**src/rtl/pll_seq_pkg.sv**
```systemverilog
// Shared types and sizing helpers for the PLL reset sequencer.
package pll_seq_pkg;

  typedef enum logic [2:0] {
    RESET_PLL = 3'd0,
    WAIT_LOCK = 3'd1,
    STABLE    = 3'd2,
    RUN       = 3'd3,
    FAIL      = 3'd4
  } pll_state_e;

  localparam int unsigned RETRY_W = 32'd4;

  // Width needed to count up to the longest of the three phase lengths.
  function automatic int unsigned cnt_width(input int unsigned a, input int unsigned b,
                                            input int unsigned c);
    int unsigned m;
    m = a;
    if (b > m) m = b;
    if (c > m) m = c;
    if (m < 32'd2) return 32'd1;
    return $clog2(m);
  endfunction

endpackage

```
**src/rtl/sync_2ff.sv**
```systemverilog
// Two-flop level synchroniser with synchronous active-low reset.
module sync_2ff (
  input  logic clk_i,
  input  logic rst_n_i,
  input  logic d_i,
  output logic q_o
);

  logic meta_q;
  logic sync_q;

  always_ff @(posedge clk_i) begin
    if (!rst_n_i) begin
      meta_q <= 1'b0;
      sync_q <= 1'b0;
    end else begin
      meta_q <= d_i;
      sync_q <= meta_q;
    end
  end

  assign q_o = sync_q;

endmodule

```
**src/rtl/pll_reset_sequencer.sv**
```systemverilog
// Drives PLL reset, retries on lock timeout, and releases the core reset
// only after lock has been continuously stable.
module pll_reset_sequencer
  import pll_seq_pkg::*;
#(
  parameter int unsigned RST_PULSE_CYC    = 32'd8,
  parameter int unsigned LOCK_TIMEOUT_CYC = 32'd50000,
  parameter int unsigned STABLE_CYC       = 32'd1024,
  parameter int unsigned MAX_RETRIES      = 32'd4
) (
  input  logic               refclk_i,
  input  logic               rst_n_i,
  input  logic               pll_locked_i,
  input  logic               relock_req_i,
  output logic               pll_rst_o,
  output logic               sys_rst_n_o,
  output logic               ready_o,
  output logic               fail_o,
  output logic [RETRY_W-1:0] retry_cnt_o
);

  localparam int unsigned CNT_W = cnt_width(RST_PULSE_CYC, LOCK_TIMEOUT_CYC, STABLE_CYC);
  localparam logic [CNT_W-1:0]   RST_LAST    = CNT_W'(RST_PULSE_CYC - 32'd1);
  localparam logic [CNT_W-1:0]   TO_LAST     = CNT_W'(LOCK_TIMEOUT_CYC - 32'd1);
  localparam logic [CNT_W-1:0]   STABLE_LAST = CNT_W'(STABLE_CYC - 32'd1);
  localparam logic [RETRY_W-1:0] RETRY_MAX   = RETRY_W'(MAX_RETRIES);

  pll_state_e         state_q, state_d;
  logic [CNT_W-1:0]   cnt_q, cnt_d;
  logic [RETRY_W-1:0] retry_q, retry_d;
  logic               pll_rst_q, sys_rst_n_q, ready_q, fail_q;
  logic               lock_s;

  sync_2ff u_lock_sync (
    .clk_i   (refclk_i),
    .rst_n_i (rst_n_i),
    .d_i     (pll_locked_i),
    .q_o     (lock_s)
  );

  // Lock wins over a same-cycle timeout; relock_req only matters in RUN and FAIL.
  always_comb begin
    state_d = state_q;
    retry_d = retry_q;
    cnt_d   = cnt_q;
    case (state_q)
      RESET_PLL: begin
        if (cnt_q == RST_LAST) state_d = WAIT_LOCK;
        else                   state_d = RESET_PLL;
      end
      WAIT_LOCK: begin
        if (lock_s) begin
          state_d = STABLE;
        end else if (cnt_q == TO_LAST) begin
          if (retry_q == RETRY_MAX) begin
            state_d = FAIL;
          end else begin
            state_d = RESET_PLL;
            retry_d = retry_q + RETRY_W'(1);
          end
        end else begin
          state_d = WAIT_LOCK;
        end
      end
      STABLE: begin
        if (!lock_s)                    state_d = WAIT_LOCK;
        else if (cnt_q == STABLE_LAST)  state_d = RUN;
        else                            state_d = STABLE;
      end
      RUN: begin
        if (!lock_s || relock_req_i) begin
          state_d = RESET_PLL;
          retry_d = '0;
        end else begin
          state_d = RUN;
        end
      end
      FAIL: begin
        if (relock_req_i) begin
          state_d = RESET_PLL;
          retry_d = '0;
        end else begin
          state_d = FAIL;
        end
      end
      default: begin
        state_d = RESET_PLL;
        retry_d = '0;
      end
    endcase
    if (state_d != state_q) cnt_d = '0;
    else                    cnt_d = cnt_q + CNT_W'(1);
  end

  // Outputs are decoded from the next state so they change with the state register.
  always_ff @(posedge refclk_i) begin
    if (!rst_n_i) begin
      state_q     <= RESET_PLL;
      cnt_q       <= '0;
      retry_q     <= '0;
      pll_rst_q   <= 1'b1;
      sys_rst_n_q <= 1'b0;
      ready_q     <= 1'b0;
      fail_q      <= 1'b0;
    end else begin
      state_q     <= state_d;
      cnt_q       <= cnt_d;
      retry_q     <= retry_d;
      pll_rst_q   <= (state_d == RESET_PLL);
      sys_rst_n_q <= (state_d == RUN);
      ready_q     <= (state_d == RUN);
      fail_q      <= (state_d == FAIL);
    end
  end

  assign pll_rst_o   = pll_rst_q;
  assign sys_rst_n_o = sys_rst_n_q;
  assign ready_o     = ready_q;
  assign fail_o      = fail_q;
  assign retry_cnt_o = retry_q;

endmodule

```
**config.mk**
```make
export PLATFORM = sky130hd
export DESIGN_NAME = pll_reset_sequencer
export DESIGN_NICKNAME = d
export VERILOG_FILES = /design/src/rtl/pll_seq_pkg.sv /design/src/rtl/sync_2ff.sv /design/src/rtl/pll_reset_sequencer.sv
export SDC_FILE = /design/constraint.sdc
export NUM_CORES = 1
export LEC_CHECK = 0
export BUFFER_PORTS_ARGS = -buffer_cell sky130_fd_sc_hd__buf_2
export CAP_MARGIN = 25
export CORE_UTILIZATION = 45
export DETAILED_ROUTE_END_ITERATION = 6
export MAX_ROUTING_LAYER = met4
export SLEW_MARGIN = 25
export SYNTH_ARGS = -nofsm -noshare
export SYNTH_HDL_FRONTEND = slang
export SYNTH_HIERARCHICAL = 1
export SYNTH_SLANG_ARGS = --single-unit
```
**constraint.sdc**
```tcl
create_clock -name refclk_i -period 4.8 [get_ports refclk_i]
set_input_delay 0.72 -clock refclk_i [delete_from_list [all_inputs] [get_ports refclk_i]]
set_output_delay 0.72 -clock refclk_i [all_outputs]
set_load 0.005 [all_outputs]
```
# Word-level counts from Yosys, hierarchy flattened
# Index checks and enable logic that the tools add are counted.
totals:
  reg_bits: 28
  inputBits: 4
  output_inout_bits: 8
  elab_cells: 50
op_classes:
  add_sub_neg: 2
  eq_ne: 16
  n_mux: 15
  bitwise: 2
  n_reduce_logical: 7
op_table:
  columns: ["cell", "n"]
  rows:
  - ["two-way mux 4 bit", 5]
  - ["adder 16 x 1 -> 16 bit, second input constant", 1]
  - ["equality test 16 x 10 -> 1 bit, second input constant", 1]
  - ["equality test 16 bit, second input constant", 1]
  - ["equality test 16 x 3 -> 1 bit, second input constant", 1]
  - ["one-hot mux 4 bit (4 select lines)", 1]
  - ["one-hot mux 3 bit (5 select lines)", 1]
  - ["two-way mux 3 bit", 4]
  - ["inequality test 2 bit, second input constant", 5]
  - ["equality test 3 x 2 -> 1 bit, second input constant", 3]
  - ["equality test 3 bit, second input constant", 2]
  - ["logical NOT 3 bit", 2]
  - ["AND reduction 6 bit", 1]
  - ["adder 4 x 1 -> 4 bit, second input constant", 1]
  - ["equality test 4 x 3 -> 1 bit, second input constant", 1]
  - ["two-way mux 2 bit", 2]
  - ["OR reduction 2 bit", 2]
  - ["equality test 3 x 1 -> 1 bit, second input constant", 1]
  - ["inequality test 3 bit", 1]
  - ["two-way mux 1 bit", 2]
  - ["inverter 1 bit", 2]
  - ["logical NOT 1 bit", 1]
  - ["logical OR 1 bit", 1]

# Longest topological paths before layout
# Gate-level depths: netlist of the first run.
depth:
  ltp_word: 7
  ltp_mapped: 8
  depth_no_buf: 7

# Modules after synthesis
# The synthesis of the first run kept the hierarchy.
by_module_without_submodules:
  columns: ["mod", "n_inst", "cells_per_inst", "area_per_inst_um2", "seq_area_each_um2"]
  rows:
  - ["pll_reset_sequencer", 1, 170, 1463.9, 520.5]
  - ["sync_2ff", 1, 4, 52.6, 40.0]

# Least setup slack after synthesis of the first run
# Ideal clock, no wire load.
synth_path:
  path_type: "reg2reg"
  start: "register cnt_q[0]"
  end: "register retry_q[3], in the netlist retry_cnt_o[3]"
  setup_time_ps: 115
  t_arrival_ps: 1790
  required_ps: 4685
  path_slack_ps: 2896
  stages_incl_launch_ff: 7
  path_buffers: 0
  cell_sequence: "dfxtp_1 > ha_1 > nor4b_4 > nand4_4 > a2111oi_4 > a41oi_1 > o21a_1"
synth_via:
  elab_chain_len: 3
synth_lines:
  columns: ["element", "line", "text"]
  rows:
  - ["from (decl)", "pll_reset_sequencer.sv:29", "logic [CNT_W-1:0] cnt_q, cnt_d;"]
  - ["from (signal assigned)", "pll_reset_sequencer.sv:107", "cnt_q <= cnt_d;"]
  - ["equality test 16 bit", "pll_reset_sequencer.sv:54", "end else if (cnt_q == TO_LAST) begin"]
  - ["inequality test 2 bit (no source line)", null, null]
  - ["AND reduction 6 bit (no source line)", null, null]
  - ["to (signal assigned)", "pll_reset_sequencer.sv:108", "retry_q <= retry_d;"]
  - ["to (decl)", "pll_reset_sequencer.sv:30", "logic [RETRY_W-1:0] retry_q, retry_d;"]
# No other way between the ends.
# A chain may end at the register's enable or synchronous reset.

# Worst setup path after layout of the first run
layout_path:
  start: "register cnt_q[0]"
  end: "register cnt_q[0]"
layout_via:
  elab_chain_len: 6
  elab_cells_between_ends: 12
  cone_classes: "add/sub (1); eq/ne (4); mux (6); reduce/logical (1)"
layout_lines:
  columns: ["element", "line", "text"]
  rows:
  - ["equality test 16 x 10 -> 1 bit or equality test 16 bit (tied branches)", "pll_reset_sequencer.sv:67, pll_reset_sequencer.sv:54", null]
  - ["two-way mux 1 bit or two-way mux 3 bit (tied branches)", "pll_reset_sequencer.sv:67, pll_reset_sequencer.sv:54", null]
  - ["two-way mux 2 bit or two-way mux 3 bit (tied branches)", "pll_reset_sequencer.sv:66, pll_reset_sequencer.sv:52", null]
  - ["one-hot mux 3 bit (5 select lines)", "pll_reset_sequencer.sv:46", "case (state_q)"]
  - ["inequality test 3 bit", "pll_reset_sequencer.sv:91", "if (state_d != state_q) cnt_d = '0;"]
  - ["OR reduction 2 bit (no source line)", null, null]
# Parallel ways exist; a longest one is shown, timed or not.

==> flow_metrics.env, run 1 <==
export IMPL_status="complete, no violations"
export IMPL_portBuffers=11
export IMPL_fin_crit_sh_pct=51.0
export IMPL_post_cts_setup_buffers=0
export IMPL_dieArea_mm2=0.00361
export IMPL_reg2reg_setup_slack_ps=2350
export IMPL_cts_buffers=3
export IMPL_r2r_start="cnt_q[0]"
export IMPL_critPathArrivalTime_ps=2640
export IMPL_whs_path_depth=1
export IMPL_seqPwrFrac_pct=58.3
export IMPL_grtUsageTotal_pct=18.7
export IMPL_grt_pass1_vias=1069
export IMPL_post_cts_resized=0
export IMPL_cts_tree="yes"
export IMPL_netlist_area_mm2=0.00152
export IMPL_antenna_left=0
export IMPL_num_rows=20
export IMPL_min_from="u_lock_sync/meta_q"
export IMPL_gp_congestion=0.821
export IMPL_p_sw_mw=0.0838
export IMPL_cts_root_buffer="clkbuf_4"
export IMPL_fin_ws_ps=2350
export IMPL_drt_initial_drc_count=80
export IMPL_setup_viol=0
export IMPL_end_kind="flop"
export IMPL_slew_headroom_pct=48.4
export IMPL_seq_area_frac_synth_pct=37.0
export IMPL_swShare_pct=20.4
export IMPL_fin_cells=226
export IMPL_drive_above_1_share_pct=12.6
export IMPL_viasPerCell=5.50
export IMPL_combPwrFrac_pct=4.4
export IMPL_dr_pass1_iters=4
export IMPL_synth_warnings=6
export IMPL_routedWlPerCell_um=12.7
export IMPL_detailedPlace_worstSlack_ps=2390
export IMPL_powerDensity_mw_per_mm2=251
export IMPL_slew_viol_final=0
export IMPL_wl_um=2860
export IMPL_insertion_delay_ps=320
export IMPL_path_cells="ha_1 > nand3_1 > nor3_1 > nand3_1 > a211oi_2 > nor3b_1"
export IMPL_p_clk_share_pct=37.3
export IMPL_cts_path_max_buffers=2
export IMPL_internal_power_mw=0.328
export IMPL_antenna_found_initial=0
export IMPL_clk_pin_slew_ps=150
export IMPL_rsz0062_at_grt="no"
export IMPL_multi_input_area_um2=896
export IMPL_nets=190
export IMPL_nFillCells=317
export IMPL_synthFlopType="dfxtp_1"
export IMPL_hold_violations=0
export IMPL_die_h_um=60.1
export IMPL_fp_dieW_um=60.1
export IMPL_place_area_mm2=0.00159
export IMPL_cp_slowest_stage_delay_ps=680
export IMPL_max_slew_worst_pin_slew_ps=772
export IMPL_ir_drop_mv=0.103
export IMPL_post_route_min_period_ps=2450
export IMPL_worst_path_max_delay_cell="a211oi_2"
export IMPL_r2r_end="cnt_q[0]"
export IMPL_tns_ps=0
export IMPL_synth_edff_count=0
export IMPL_cellLeakagePower_nw=0.647
export IMPL_setup_worst_path_class="flop to flop"
export IMPL_num_io_pins=12
export IMPL_crit_top_cell="nand3_1"
export IMPL_required_ps=4990
export IMPL_register_area_um2=561
export IMPL_fin_area_mm2=0.00164
export IMPL_ys_ff_latch=28
export IMPL_cap_violations=0
export IMPL_cts_sinks=28
export IMPL_hp_class="flop to flop"
export IMPL_vias=1242
export IMPL_htreeDepth=1
export IMPL_grt_pass1_wl_um=4840
export IMPL_ys_types=44
export IMPL_cp_max_fo=12
export IMPL_worstHoldEndpoint="u_lock_sync/q_o"
export IMPL_coreArea_mm2=0.00313
export IMPL_fin_skew_ps=1.88
export IMPL_drc=0
export IMPL_grt_ovfl_total=0
export IMPL_syn_to_final_growth_pct=8.25
export IMPL_fmax_mhz=408
export IMPL_avgSynthCellArea_um2=8.72
export IMPL_critPathLaunchType="flop"
export IMPL_worst_r2r_cell_count=6
export IMPL_dp_cells=222
export IMPL_n_antenna_cell=0
export IMPL_dp_hpwl_um=2060
export IMPL_syn_nets=181
export IMPL_post_route_util_pct=52.5
export IMPL_ys_async_sr_fraction_pct=0
export IMPL_hold_buffers=0
export IMPL_grt_max_degree=17
export IMPL_start_util_pct=48.5
export IMPL_postSynthCellCount=174
## synth_stat cells, types with 2 or more instances
| cell | count | share of area (%) |
|---|---|---|
| xnor2_1 | 6 | 3.5 |
| a31oi_1 | 3 | 1.2 |
| o21a_1 | 2 | 0.99 |
| buf_4 | 2 | 0.99 |
| nor3_1 | 6 | 2.0 |
| a21oi_1 | 5 | 1.6 |
| nor2_1 | 14 | 3.5 |
| mux2i_1 | 2 | 1.3 |
| inv_1 | 6 | 1.5 |
| a21o_1 | 2 | 0.99 |
| a211oi_1 | 2 | 0.99 |
| nand4_1 | 4 | 1.6 |
| nor4_1 | 3 | 1.2 |
| o211ai_1 | 2 | 0.99 |
| dfxtp_1 | 28 | 37 |
| clkbuf_1 | 2 | 0.50 |
| and2_1 | 11 | 4.5 |
| nand3_1 | 10 | 3.3 |
| nand2b_1 | 2 | 0.82 |
| nand2_1 | 18 | 4.5 |
| ha_1 | 3 | 2.5 |
| buf_2 | 3 | 0.99 |
| nor3b_1 | 3 | 1.5 |
| nor2b_1 | 5 | 2.1 |
| xor2_1 | 8 | 4.6 |
| and3_1 | 4 | 1.6 |
## logic make-up after synthesis
group	synth area share, %
DFF	37.0
muxes	1.32
xor gates and xnor gates	8.09
adders and majority gates	2.48
buffers and inverters	3.96
and+or+nand+nor	36.0
AOI/OAI and AO/OA	11.2
## stage by stage
step           power (mW)  hold WS [ps]
3_3_place_gp        0.263           422
2_1_floorplan       0.258           412
4_1_cts             0.416           457
5_1_grt             0.427           482
6_report            0.412           453
3_5_place_dp        0.263           421
## power by group through the flow
| stage | registers, mW | clock network [mW] | logic, mW |
|---|---|---|---|
| after global placement | 0.245 | 0 | 0.0178 |
| after floorplan | 0.244 | 0 | 0.0144 |
| final | 0.240 | 0.154 | 0.0182 |
| after detailed placement | 0.245 | 0 | 0.0183 |
| after global routing | 0.241 | 0.166 | 0.0203 |
| after CTS | 0.240 | 0.158 | 0.0183 |
## critical path: cells and delay by family, from the launching register on
kind	cells	cell delay [ps]
AND/OR/NAND/NOR	4	1000
AO/OA/AOI/OAI	1	680
flip-flops	1	410
adder cells (fa/ha/maj)	1	230
## worst max path at each step
stage	endpoint	slack (ps)	from
after detailed placement	cnt_q[4]	2390	cnt_q[0]
after floorplan	retry_cnt_o[3]	2900	cnt_q[0]
final	cnt_q[0]	2350	cnt_q[0]
after CTS	cnt_q[0]	2330	cnt_q[0]
after global routing	cnt_q[8]	2130	cnt_q[0]
after global placement	cnt_q[15]	2520	cnt_q[0]
## per-layer routing
metal	GRT usage (%)	wire length (um)	part of all wire, %	vias to the layer above
li1	-	-	-	625
met1	26.0	1500	52	590
met2	26.2	1240	43	23
met3	3.46	76	2.7	4
met4	8.31	44	1.5	0
met5	-	0	0	-
## layout make-up
type / count / share of cell area (%)
sequential: 28 / 34.1
timing repair buffer: 11 / 3.35
clock inverter: 1 / 1.83
tap: 44 / 3.35
multi-input combinational: 133 / 54.6
inverter: 6 / 1.37
clock buffer: 3 / 1.37
## sequential cells by signal, summed over array words and instances, names as in the netlist
register / count
ready_o: 1
u_lock_sync/meta_q: 1
retry_cnt_o: 4
state_q: 3
u_lock_sync/q_o: 1
cnt_q: 16
pll_rst_o: 1
fail_o: 1
## layout by cell type, fill, tap and decap left out, drive strengths merged, types with 2 or more instances in the layout
| cell | netlist | final |
|---|---|---|
| dfxtp | 28 | 28 |
| nand2 | 18 | 18 |
| nor2 | 14 | 14 |
| and2 | 11 | 11 |
| buf | 5 | 11 |
| nand3 | 10 | 10 |
| xor2 | 8 | 8 |
| nor3 | 7 | 7 |
| inv | 6 | 6 |
| xnor2 | 6 | 6 |
| nor2b | 5 | 5 |
| a21oi | 5 | 5 |
| nand4 | 5 | 5 |
| and3 | 4 | 4 |
| nor4 | 4 | 4 |
| a31oi | 3 | 3 |
| nor3b | 3 | 3 |
| ha | 3 | 3 |
| clkbuf | 2 | 3 |
| a211oi | 3 | 3 |
| a21o | 2 | 2 |
| nand2b | 2 | 2 |
| o211ai | 2 | 2 |
| o21a | 2 | 2 |
| mux2i | 2 | 2 |
No activity file was read; power rests on OpenSTA's default activity.
==> run 2, diff against run 1 <==
PLACE_DENSITY = 0.65   (was unset)
clock period = 2 ns   (was 4.8 ns; I/O delays follow)
==> flow_metrics.env, run 2 (synthesis results as in run 1) <==
export IMPL_dr_pass1_iters=4
export IMPL_fp_dieW_um=60.1
export IMPL_insertion_delay_ps=320
export IMPL_antenna_found_initial=0
export IMPL_fmax_mhz=518
export IMPL_cts_root_buffer="clkbuf_4"
export IMPL_viasPerCell=5.32
export IMPL_hp_class="input pin to flop"
export IMPL_powerDensity_mw_per_mm2=489
export IMPL_dieArea_mm2=0.00361
export IMPL_critPathTopFamily="simple AND/OR/NAND/NOR gates"
export IMPL_slew_headroom_pct=72.5
export IMPL_syn_to_final_growth_pct=14.7
export IMPL_layout_commonest_cell="dfxtp_1"
export IMPL_hold_buffers=0
export IMPL_critPathLaunchType="flop"
export IMPL_cts_buffers=3
export IMPL_fin_crit_sh_pct=96.6
export IMPL_nets=206
export IMPL_grtUsageTotal_pct=20.2
export IMPL_die_h_um=60.1
export IMPL_end_kind="flop"
export IMPL_detailedPlace_worstSlack_ps=71.9
export IMPL_antenna_left=0
export IMPL_cts_sinks=28
export IMPL_num_io_pins=12
export IMPL_post_route_util_pct=55.6
export IMPL_cp_max_fo=16
export IMPL_critPathArrivalTime_ps=2150
export IMPL_min_from="pll_locked_i"
export IMPL_grt_pass1_wl_um=5290
export IMPL_drive_above_1_share_pct=20.8
export IMPL_total_power_mw=0.850
export IMPL_coreArea_mm2=0.00313
export IMPL_cellLeakagePower_nw=0.714
export IMPL_max_slew_worst_pin_slew_ps=413
export IMPL_r2r_start="state_q[2]"
export IMPL_mostFrequentLayoutCells="26 x dfxtp_1, 18 x nand2_1, 16 x buf_4, 14 x nor2_1"
export IMPL_top_register="cnt_q"
export IMPL_portBuffers=11
export IMPL_setup_viol=0
export IMPL_ir_drop_mv=0.347
export IMPL_cts_path_max_buffers=2
export IMPL_fin_skew_ps=8.81
export IMPL_rsz0062_at_grt="no"
export IMPL_wl_um=3080
export IMPL_routedWlPerCell_um=12.8
export IMPL_drt_initial_drc_count=53
export IMPL_htreeDepth=1
export IMPL_largest_register_ffs=16
export IMPL_drc=0
export IMPL_cp_slowest_stage_delay_ps=520
export IMPL_dp_hpwl_um=2270
export IMPL_startpoint="state_q[2]"
export IMPL_required_ps=2220
export IMPL_clk_pin_slew_ps=140
export IMPL_start_util_pct=48.5
export IMPL_post_route_min_period_ps=1930
export IMPL_status="complete, no violations"
export IMPL_cap_violations=0
export IMPL_tns_ps=0
export IMPL_setup_worst_path_class="flop to flop"
export IMPL_hold_violations=0
export IMPL_fin_ws_ps=68.2
export IMPL_critPathBufInv=0
export IMPL_vias=1282
export IMPL_num_rows=20
export IMPL_slew_viol_final=0
export IMPL_grt_pass1_vias=1167
export IMPL_cts_tree="yes"
export IMPL_gp_congestion=0.844
export IMPL_path_cells="or3b_1 > or4_1 > o221a_2 > nor3b_1"
export IMPL_grt_ovfl_total=0
export IMPL_n_antenna_cell=0
export IMPL_worst_path_max_delay_cell="or4_1"
export IMPL_grt_max_degree=17
run 2: stage by stage:
stage	area, um^2	instances	hold WS, ps
after floorplan	1520	174	412
after global placement	1690	236	416
after detailed placement	1690	236	422
after CTS	1720	239	144
after global routing	1740	241	159
final	1740	241	171
run 2: report_power, final:
group	internal (mW)	switching, mW	leakage, nW
registers	0.567	0.00826	0.227
clock network	0.0706	0.152	0.0138
logic	0.0249	0.0280	0.474
total	0.662	0.188	0.714
run 2: worst paths after layout:
kind	cells past startpoint	endpoint	slack [ps]
worst max-delay path	4	cnt_q[0]	70
worst min-delay path	2	u_lock_sync/meta_q	170
worst max register to register	4	cnt_q[0]	70
worst min register to register	1	cnt_q[0]	440
run 2: area by class of cell:
| class | instances | area, um^2 |
|---|---|---|
| multi-input combinational | 133 | 901 |
| tap | 44 | 55.1 |
| inverter | 6 | 22.5 |
| fill | 294 | 1390 |
| clock buffer | 3 | 22.5 |
| sequential | 28 | 563 |
| timing repair buffer | 27 | 175 |
run 2: routing by layer:
metal  up-vias  global-route usage [%]  routed length [um]
li1        655                       -                   -
met1       601                    26.6                1570
met2        24                    31.6                1420
met3         2                    4.55                  82
met4         0                    4.65                  20
met5         -                       -                   0
run 2: worst register-to-register path, stage by stage (launching register included):
cell and delay, ps:
dfxtp_1 350, or3b_1 400, or4_1 520, o221a_2 380, nor3b_1 190
run 2: what timing repair did:
| action | CTS | global route |
|---|---|---|
| hold endpoints to repair | 0 | 0 |
| resized for setup | 0 | 3 |
| setup buffers | 0 | 2 |
| setup endpoints to repair | 0 | 15 |
==> run 3, diff against run 2 <==
ABC_AREA = 1   (was unset)
==> flow_metrics.env, run 3 <==
export IMPL_clk_pin_slew_ps=150
export IMPL_slew_headroom_pct=80.7
export IMPL_met1_length_um=1470
export IMPL_ys_async_sr_fraction_pct=0
export IMPL_synth_most_common_cell="nand2_1"
export IMPL_num_rows=20
export IMPL_end_kind="flop"
export IMPL_cts_path_max_buffers=2
export IMPL_seq_area_frac_synth_pct=37.2
export IMPL_grt_ovfl_total=0
export IMPL_critPathArrivalTime_ps=1980
export IMPL_ys_ff_latch=28
export IMPL_hold_violations=0
export IMPL_drive_above_1_share_pct=18.6
export IMPL_grt_pass1_wl_um=4580
export IMPL_cap_violations=0
export IMPL_layout_commonest_cell="nand2_1"
export IMPL_hp_class="input pin to flop"
export IMPL_nFillCells=319
export IMPL_syn_to_final_growth_pct=8.22
export IMPL_routedWlPerCell_um=10.1
export IMPL_route_met2_wl_um=1100
export IMPL_dp_hpwl_um=2080
export IMPL_antenna_left=0
export IMPL_dr_pass1_iters=6
export IMPL_insertion_delay_ps=320
export IMPL_start_util_pct=48.2
export IMPL_die_h_um=59.9
export IMPL_fmax_mhz=585
export IMPL_portBuffers=11
export IMPL_cellLeakagePower_nw=0.716
export IMPL_grtUsageTotal_pct=17.2
export IMPL_postSynthCellCount=213
export IMPL_num_io_pins=12
export IMPL_max_slew_worst_pin_slew_ps=290
export IMPL_cts_buffers=3
export IMPL_viasPerCell=4.54
export IMPL_cts_sinks=28
export IMPL_yosys_area_top_type_share_pct=37.2
export IMPL_synthTopCellsByArea="dfxtp_1 37%, nand2_1 12%, nor2_1 8.7%"
export IMPL_nets=234
export IMPL_critPathLaunchType="flop"
export IMPL_post_route_min_period_ps=1710
export IMPL_synthFlopType="dfxtp_1"
export IMPL_setup_viol=0
export IMPL_top_register="cnt_q"
export IMPL_drc=0
export IMPL_gp_congestion=0.817
export IMPL_powerDensity_mw_per_mm2=548
export IMPL_grt_max_degree=17
export IMPL_rsz0062_at_grt="no"
export IMPL_synth_warnings=6
export IMPL_setup_worst_path_class="flop to flop"
export IMPL_top_layer="met4"
export IMPL_slew_viol_final=0
export IMPL_mostFrequentLayoutCells="47 x nand2_1, 35 x nor2_1, 28 x dfxtp_1, 26 x inv_1"
export IMPL_cp_max_fo=16
export IMPL_min_from="pll_locked_i"
export IMPL_coreArea_mm2=0.00313
export IMPL_n_antenna_cell=0
export IMPL_cts_root_buffer="clkbuf_4"
export IMPL_fp_dieW_um=59.9
export IMPL_avgSynthCellArea_um2=7.08
export IMPL_yosys_top_cells_count="47 x nand2_1, 35 x nor2_1, 28 x dfxtp_1"
export IMPL_hold_buffers=0
export IMPL_fin_crit_sh_pct=85.5
export IMPL_wl_um=2720
export IMPL_ir_drop_mv=0.313
export IMPL_netlist_area_mm2=0.00151
export IMPL_drt_initial_drc_count=41
export IMPL_largest_register_ffs=16
export IMPL_ys_types=25
export IMPL_htreeDepth=1
export IMPL_synth_edff_count=0
export IMPL_tns_ps=0
export IMPL_place_area_mm2=0.00160
export IMPL_syn_nets=220
export IMPL_grt_pass1_vias=1051
export IMPL_required_ps=2270
export IMPL_startpoint="cnt_q[0]"
export IMPL_wl_met3_um=127
export IMPL_post_cts_setup_buffers=0
export IMPL_fin_skew_ps=3.70
export IMPL_vias=1226
export IMPL_dieArea_mm2=0.00359
export IMPL_antenna_found_initial=0
export IMPL_status="complete, no violations"
export IMPL_fin_area_mm2=0.00163
export IMPL_synth_area_leader_cell="dfxtp_1"
export IMPL_post_cts_resized=0
export IMPL_cts_tree="yes"
export IMPL_r2r_start="cnt_q[0]"
run 3: cell types whose count changed after synthesis, sizes merged, moves of 4 or more:
cell	change
and3	-4
and2	-11
nand2	+32
nor2b	-5
nor2	+33
inv	+26
nand3	+4
run 3: worst max-delay path, stage by stage, from the launching register on:
cell,delay [ps]
dfxtp_1,390
ha_1,220
nand3_2,120
nor2_2,190
nand2_1,70
nand2_1,60
nand2_1,90
nand4_2,120
nand3_4,230
nor2_1,150
run 3: kinds of logic (layout without fill, tap and decap cells):
logic type	Yosys count	in the layout	synth area share [%]
buffers and inverters	34	47	9.46
adders and majority gates	3	3	2.49
xor gates and xnor gates	16	16	9.29
and+or+nand+nor	123	123	38.3
AOI/OAI and AO/OA	9	9	3.24
DFF	28	28	37.2
run 3: path summary, 6_finish.rpt:
path              cells after the start                  to  slack (ps)
setup / recovery                      9            cnt_q[6]         290
hold / removal                        3  u_lock_sync/meta_q         150
setup reg to reg                      9            cnt_q[6]         290
hold reg to reg                       2     u_lock_sync/q_o         430
run 3: power by group:
part / internal (mW) / total [mW] / switching (mW)
combinational: 0.0155 / 0.0421 / 0.0267
sequential: 0.567 / 0.574 / 0.00737
clock: 0.111 / 0.278 / 0.167
total: 0.693 / 0.894 / 0.201
run 3: final cells by class:
cell class / instances / area (um^2) / share of cell area [%]
Timing Repair Buffer: 11 / 55.1 / 3.37
Sequential cell: 28 / 561 / 34.4
Inverter: 32 / 120 / 7.36
Tap cell: 44 / 55.1 / 3.37
Clock buffer: 4 / 36.3 / 2.22
Multi-Input combinational cell: 151 / 805 / 49.3
run 3: per-layer routing:
layer  GRT usage [%]  vias up
met1            26.4      519
li1                -      679
met4            2.99        0
met5               -        -
met2            24.1       26
met3            1.95        2
run 3: stage by stage:
stage               hold slack [ps]  utilization, %  total power [mW]  setup WS [ps]  cells
floorplan                       390               -             0.621            451    213
global placement                402            51.0             0.629            314    266
detailed placement              398            51.0             0.629            288    266
CTS                             143            52.2             0.910            262    270
global route                    151            52.2             0.933           40.5    270
finish                          149            52.2             0.894            290    270
